===== src/rtl/mux16_rr_sched.sv =====
// Round-robin scheduler: arbitrates 16 requesters onto one shared 16:1 mux path and serialises the selected bit.
// Latency: grant/select one edge after request; out/out_valid one further edge behind select.
// Backpressure: none downstream; requesters wait (req held) until the current holder releases or its burst expires.
module mux16_rr_sched #(
  parameter int MAX_BURST = 4
) (
  input  logic        clk,
  input  logic        rst,
  input  logic [15:0] req,
  input  logic [15:0] i,
  output logic [15:0] gnt,
  output logic [3:0]  s,
  output logic        busy,
  output logic        out,
  output logic        out_valid
);

  typedef enum logic {
    IDLE  = 1'b0,
    GRANT = 1'b1
  } state_t;

  // Final burst cycle index; the counter is wide enough for MAX_BURST up to 16.
  localparam logic [4:0] BURST_LAST = 5'(MAX_BURST - 1);

  state_t      state_q, state_d;
  logic [15:0] gnt_q, gnt_d;
  logic [3:0]  s_q, s_d;
  logic [3:0]  last_q, last_d;
  logic [4:0]  cnt_q, cnt_d;
  logic        out_q;
  logic        out_valid_q;

  logic        pick_vld;
  logic [3:0]  pick_idx;
  logic        rel;

  // Round-robin search starting just after the last grant; the last holder is examined last.
  always_comb begin
    logic [3:0] idx;
    idx      = '0;
    pick_vld = 1'b0;
    pick_idx = '0;
    for (int k = 1; k <= 16; k++) begin
      idx = last_q + 4'(k);
      if (!pick_vld && req[idx]) begin
        pick_vld = 1'b1;
        pick_idx = idx;
      end
    end
  end

  // Holder gives up the path when it drops its request or exhausts its burst.
  assign rel = (state_q == GRANT) && (!req[s_q] || (cnt_q == BURST_LAST));

  // Next-state and grant bookkeeping; release and re-arbitration happen on the same edge.
  always_comb begin
    state_d = state_q;
    gnt_d   = gnt_q;
    s_d     = s_q;
    last_d  = last_q;
    cnt_d   = cnt_q;
    case (state_q)
      IDLE: begin
        if (pick_vld) begin
          state_d = GRANT;
          gnt_d   = 16'(1) << pick_idx;
          s_d     = pick_idx;
          last_d  = pick_idx;
          cnt_d   = '0;
        end
      end
      GRANT: begin
        if (rel) begin
          if (pick_vld) begin
            gnt_d  = 16'(1) << pick_idx;
            s_d    = pick_idx;
            last_d = pick_idx;
            cnt_d  = '0;
          end else begin
            // Nobody left: drop the grant but keep s so the mux input stays stable.
            state_d = IDLE;
            gnt_d   = '0;
            cnt_d   = '0;
          end
        end else begin
          cnt_d = cnt_q + 5'd1;
        end
      end
      default: begin
        state_d = IDLE;
        gnt_d   = '0;
      end
    endcase
  end

  // Control state registers.
  always_ff @(posedge clk or posedge rst) begin
    if (rst) begin
      state_q <= IDLE;
      gnt_q   <= '0;
      s_q     <= '0;
      last_q  <= 4'd15;
      cnt_q   <= '0;
    end else begin
      state_q <= state_d;
      gnt_q   <= gnt_d;
      s_q     <= s_d;
      last_q  <= last_d;
      cnt_q   <= cnt_d;
    end
  end

  // Serial datapath: capture the currently selected bit; hold it while no channel is granted.
  always_ff @(posedge clk or posedge rst) begin
    if (rst) begin
      out_q       <= 1'b0;
      out_valid_q <= 1'b0;
    end else begin
      out_valid_q <= (state_q == GRANT);
      if (state_q == GRANT) begin
        out_q <= i[s_q];
      end
    end
  end

  assign gnt       = gnt_q;
  assign s         = s_q;
  assign busy      = (state_q == GRANT);
  assign out       = out_q;
  assign out_valid = out_valid_q;

endmodule


===== config.mk =====
export PLATFORM = sky130hd
export DESIGN_NAME = mux16_rr_sched
export DESIGN_NICKNAME = d
export VERILOG_FILES = /design/src/rtl/mux16_rr_sched.sv
export SDC_FILE = /design/constraint.sdc
export NUM_CORES = 1
export LEC_CHECK = 0
export CAP_MARGIN = 20
export CELL_PAD_IN_SITES_DETAIL_PLACEMENT = 2
export CELL_PAD_IN_SITES_GLOBAL_PLACEMENT = 2
export CORE_AREA = 2 2 115 117
export DETAILED_ROUTE_END_ITERATION = 12
export DIE_AREA = 0 0 117 119
export GPL_ROUTABILITY_DRIVEN = 0
export GPL_TIMING_DRIVEN = 0
export PLACE_DENSITY = 0.78
export REMOVE_ABC_BUFFERS = 1
export SKIP_CTS_REPAIR_TIMING = 1
export SLEW_MARGIN = 0
export SYNTH_ARGS = -nofsm -noshare
export SYNTH_HDL_FRONTEND = slang
export SYNTH_SLANG_ARGS = --single-unit

===== constraint.sdc =====
create_clock -name clk -period 5.45 [get_ports clk]
set_input_delay 0.545 -clock clk [delete_from_list [all_inputs] [get_ports clk]]
set_output_delay 0.545 -clock clk [all_outputs]
set_load 0.01 [all_outputs]

# ---- Yosys cells after proc, flatten, opt, wreduce, memory -nomap -nowiden
# Index checks and enable logic that the tools add are counted.
dict set report word_totals {
  register_bits 32
  inputBits 34
  output_inout_bits 23
  word_cells 163
}
dict set report classes {
  n_addsub 16
  magnitude_cmp 17
  n_eq_ne 3
  shifts 1
  mux 84
  n_bitwise 1
  reduce_logical 34
}
# op count
set ops {}
lappend ops {{< comparator 4 x 5 -> 1 bit (second input constant)} 17}
lappend ops {{two-way mux 4 bit} 20}
lappend ops {{binary-select mux 1 bit (select 4 bit)} 18}
lappend ops {{two-way mux 16 bit} 3}
lappend ops {{two-way mux 1 bit} 36}
lappend ops {{adder 4 bit (second input constant)} 8}
lappend ops {{one-hot mux 16 bit (2 select lines)} 1}
lappend ops {{adder 4 x 3 -> 4 bit (second input constant)} 4}
lappend ops {{logical AND 1 bit} 16}
lappend ops {{logical NOT 1 bit} 16}
lappend ops {{one-hot mux 4 bit (2 select lines)} 2}
lappend ops {{left shift 1 x 4 -> 16 bit (first input constant)} 1}
lappend ops {{two-way mux 5 bit} 2}
lappend ops {{one-hot mux 5 bit (2 select lines)} 1}
lappend ops {{adder 4 x 2 -> 4 bit (second input constant)} 2}
lappend ops {{adder 5 x 1 -> 5 bit (second input constant)} 1}
lappend ops {{== test 5 x 2 -> 1 bit (second input constant)} 1}
lappend ops {{adder 4 x 1 -> 4 bit (second input constant)} 1}
lappend ops {{inequality test 2 x 1 -> 1 bit (second input constant)} 1}
lappend ops {{inequality test 2 bit (second input constant)} 1}
lappend ops {{one-hot mux 1 bit (2 select lines)} 1}
lappend ops {{AND reduction 2 bit} 1}
lappend ops {{logical OR 1 bit} 1}
lappend ops {{NOT 1 bit} 1}

# ---- Longest topological paths before layout
# Gate-level depths: netlist of the first run.
dict set report depth {
  word_depth 53
  mapped_depth 17
  mapped_depth_nobuf 11
}

# ---- Worst setup path after synthesis of the first run
# OpenSTA, ideal clock, no wires.
dict set report synth_timing {
  path_type {register to register}
  from {register last_q[1]}
  to {register gnt_q[3], in the netlist gnt[3]}
  setup_time_ns 0.104
  t_arrival_ns 4.874
  t_required_ns 5.346
  setup_slack_ns 0.472
  path_stages_with_launch 18
  n_path_buf 6
  period_less_slack_ns 4.978
  path_cell_list {dfstp_2 > buf_2 > buf_2 > clkbuf_1 > inv_1 > ha_1 > buf_6 > mux4_2 > mux4_2 > a2111oi_4 > and2b_1 > nand4_1 > nor4_2 > or2_2 > clkbuf_2 > buf_4 > nand2_1 > o41ai_2}
}
dict set report synth_via {
  elab_chain_cells 53
  word_cells_on_any_way 116
  cone_classes {15 x add/sub; 1 x eq/ne; 1 x shift; 68 x mux; 31 x reduce/logical}
}
# element line
set synth_lines {}
lappend synth_lines {{from (decl)} 29} ;# logic [3:0] last_q, last_d;
lappend synth_lines {{from (signal assigned)} 109} ;# last_q <= last_d;
lappend synth_lines {{adder 4 x 1 -> 4 bit} 45} ;# idx = last_q + 4'(k);
lappend synth_lines {{binary-select mux 1 bit (select 4 bit)} 46} ;# if (!pick_vld && req[idx]) begin
lappend synth_lines {{two-way mux 1 bit (implied by the code)} 46}
lappend synth_lines {{two-way mux 1 bit} 46}
lappend synth_lines {{logical NOT 1 bit} 46}
lappend synth_lines {{logical AND 1 bit} 46}
lappend synth_lines {{two-way mux 1 bit} 46}
lappend synth_lines {{logical NOT 1 bit} 46}
lappend synth_lines {{[37 not listed]} --}
lappend synth_lines {{two-way mux 1 bit} 46}
lappend synth_lines {{logical NOT 1 bit} 46}
lappend synth_lines {{logical AND 1 bit} 46}
lappend synth_lines {{two-way mux 4 bit} 46}
lappend synth_lines {{left shift 1 x 4 -> 16 bit} {67, 76}}
lappend synth_lines {{two-way mux 16 bit} 75} ;# if (pick_vld) begin
lappend synth_lines {{two-way mux 16 bit} 74} ;# if (rel) begin
lappend synth_lines {{one-hot mux 16 bit (2 select lines)} 63} ;# case (state_q)
lappend synth_lines {{to (signal assigned)} 107} ;# gnt_q <= gnt_d;
lappend synth_lines {{to (decl)} 27} ;# logic [15:0] gnt_q, gnt_d;
# Several ways; a longest one is shown, not always the timed one. The select of a mux whose other input is x is not followed.
# A chain may end at the register's enable or synchronous reset.

# ---- Worst setup path after layout of the first run
dict set report layout_timing {
  from {register last_q[1]}
  to {register gnt_q[8], in the netlist gnt[8]}
}
# Same word-level chain as after synthesis.

==> results of run 1 <==
==> Yosys cell counts, types with 3 or more instances <==
cell	n	area, sq um
buf_4	3	22.5
a22oi_1	4	30.0
dfrtp_1	28	701
inv_1	10	37.5
mux4_1	9	236
xnor2_1	8	70.1
nor2_1	21	78.8
buf_2	6	30.0
nor3_1	4	20.0
mux4_2	33	743
mux2_2	11	124
o21a_1	3	22.5
o22ai_1	3	18.8
a211oi_1	3	22.5
and2_1	3	18.8
o21ai_0	19	95.1
o211ai_1	5	37.5
nand4_1	3	18.8
mux2i_1	33	330
a221oi_1	3	26.3
clkbuf_1	11	41.3
ha_1	9	113
nand2_1	56	210
a22o_1	5	43.8
nand3_1	6	30.0
o41ai_1	12	105
dfstp_2	4	105
a21o_1	3	22.5
a21oi_1	17	85.1
o31ai_1	5	37.5
==> worst max-delay path, stage by stage (launching register included) <==
cell	delay, ps
dfstp_4	920
clkinvlp_4	160
buf_4	190
ha_4	400
mux4_2	560
mux4_2	600
a2111oi_4	460
and2b_1	220
nand4_1	340
o22ai_1	460
a221o_1	470
o21bai_4	230
o31ai_1	100
==> area by class of cell <==
cell class	count	area, sq um	share of cell area
clock buffers	6	129	0.0255
clock inverters	2	35.0	0.00693
inverters	12	48.8	0.00966
multi-input cells	335	3170	0.627
flip-flops and latches	32	817	0.162
well taps	176	220	0.0436
repair buffers	63	633	0.125
==> layout by cell type, fill, tap and decap left out, types with 5 or more instances in the layout <==
cell,n
nand3_1,6
xnor2_1,8
buf_4,6
dfrtp_1,28
ha_1,7
mux4_1,9
a22o_1,5
mux4_2,33
o31ai_1,5
nand2_1,56
clkdlybuf4s50_1,56
o41ai_1,12
mux2i_1,33
a21oi_1,17
nor2_1,21
o211ai_1,5
inv_1,9
o21ai_0,19
mux2_2,11
clkbuf_16,5
==> registers in the layout, indices dropped and copies added, names as in the netlist <==
name and count:
cnt_q 5, gnt 16, out_valid 1, last_q 4
out 1, s 4, busy 1
==> worst paths after layout <==
check                      startpoint         to  slack, ps  cells after the start
max                         last_q[1]     gnt[8]        170                     12
min                           gnt[13]    gnt[13]        490                      2
max reg2reg                 last_q[1]     gnt[8]        170                     12
min reg2reg                   gnt[13]    gnt[13]        490                      2
max in group asynchronous         rst  last_q[3]       4110                      3
min in group asynchronous         rst     gnt[3]        710                      2
==> cell families after synthesis <==
logic type | synth area share
compound gates | 0.219
simple gates | 0.140
fa+ha+maj | 0.0274
mux | 0.349
flops | 0.196
xor+xnor | 0.0253
buf+inv | 0.0441
==> through the flow <==
stage	setup TNS [ps]	area, sq um	std cells	utilization
global placement	-14860	4760	611	0.369
CTS	-14780	4950	620	0.385
finish	0	5050	626	0.393
floorplan	0	3980	379	-
detailed placement	-13610	4790	612	0.372
global route	-124	5050	626	0.393
==> per-layer routing <==
metal,vias to the layer above,track usage,part of all wire
met4,0,0.0596,0.011
li1,1720,-,-
met5,-,0,0
met2,127,0.392,0.52
met3,17,0.0295,0.049
met1,2038,0.290,0.42
==> impl_metrics.json, run 1 <==
{
  "status": "finished, final reports clean",
  "fmax_mhz": 189,
  "critPathRequiredTime_ps": 5590,
  "seq_area_frac_synth": 0.196,
  "clk_path_buf_depth": 2,
  "synthesis.area_sq_mm": 0.00411,
  "io_pins": 57,
  "relSlewSlack": 0.424,
  "ys.flop_type": "dfrtp_1",
  "grt_max_degree": 33,
  "dieWidth_um": 117,
  "ant_nets": 0,
  "synthCells": 403,
  "setup_viol": 0,
  "start_util": 0.319,
  "area_delta_synth_final_pct": 22.9,
  "cp-start-kind": "register",
  "routed_via_density": 6.23,
  "drv_cap": 0,
  "clock_skew_ps": 5.22,
  "clock_latency_ps": 280,
  "end_kind": "register",
  "min_path_type": "reg2reg",
  "die-area_sq_mm": 0.0139,
  "first_pass_iters": 4,
  "min_period_over_period": 0.969,
  "vias": 3902,
  "port_buffers": 56,
  "crit_type": "reg2reg",
  "drtIter0Drc": 327,
  "grt_usage": 0.224,
  "avgSynthCellArea_sq_um": 10.2,
  "cts.sinks": 32,
  "critPathArrivalTime_ps": 5420,
  "yosys_warnings": 0,
  "drv_slew": 0,
  "numCtsBuffers": 5,
  "cts_tree": "done",
  "root_buffer": "clkbuf_16",
  "synth_seq_cells": 32,
  "cts.clk_slew.worst_paths_ps": 50,
  "synth.distinct_cells": 79,
  "overflow": 0,
  "fillers": 1337,
  "cp_max_fo": 32,
  "hold_viol": 0,
  "drt-total-wl_um": 15500,
  "drc": 0,
  "die_h_um": 119,
  "n_antenna_cell": 0,
  "drive_above_1_share": 0.198,
  "dp_hpwl_um": 11300,
  "rows": 42,
  "fin_crit_ps": 5280,
  "worst_pin_slew_ps": 855,
  "core_area_sq_mm": 0.0129,
  "grt_pass1_vias": 4163,
  "pre_cts_ws_ps": -642,
  "fin_nets": 492,
  "wl_per_cell_um": 24.7,
  "layout_setup_ws_ps": 166,
  "antenna_found_initial": 0,
  "hold_ws_ps": 490,
  "async_reset_ff_frac": 1.00,
  "cts-htree-levels": 2,
  "grt_pass1_wl_um": 24100,
  "synth_edf_count": 0
}
Power of run 1 is left out: the tool's default activity adds up to more than one toggle a clock period on the data nets, which glitch-free logic cannot reach.
==> run 2, diff against run 1 <==
Settings changed: CTS_CLUSTER_DIAMETER from default to 30.
==> results of run 2 <==
No change in the layout: final DEF, timing and power equal those of run 1.
Power of run 2 is left out for the same reason.
==> run 3, diff against run 2 <==
Settings changed: SLEW_MARGIN 0 to 10.
==> results of run 3 <==
No change in the layout: final DEF, timing and power equal those of run 1.
Power of run 3 is left out for the same reason.
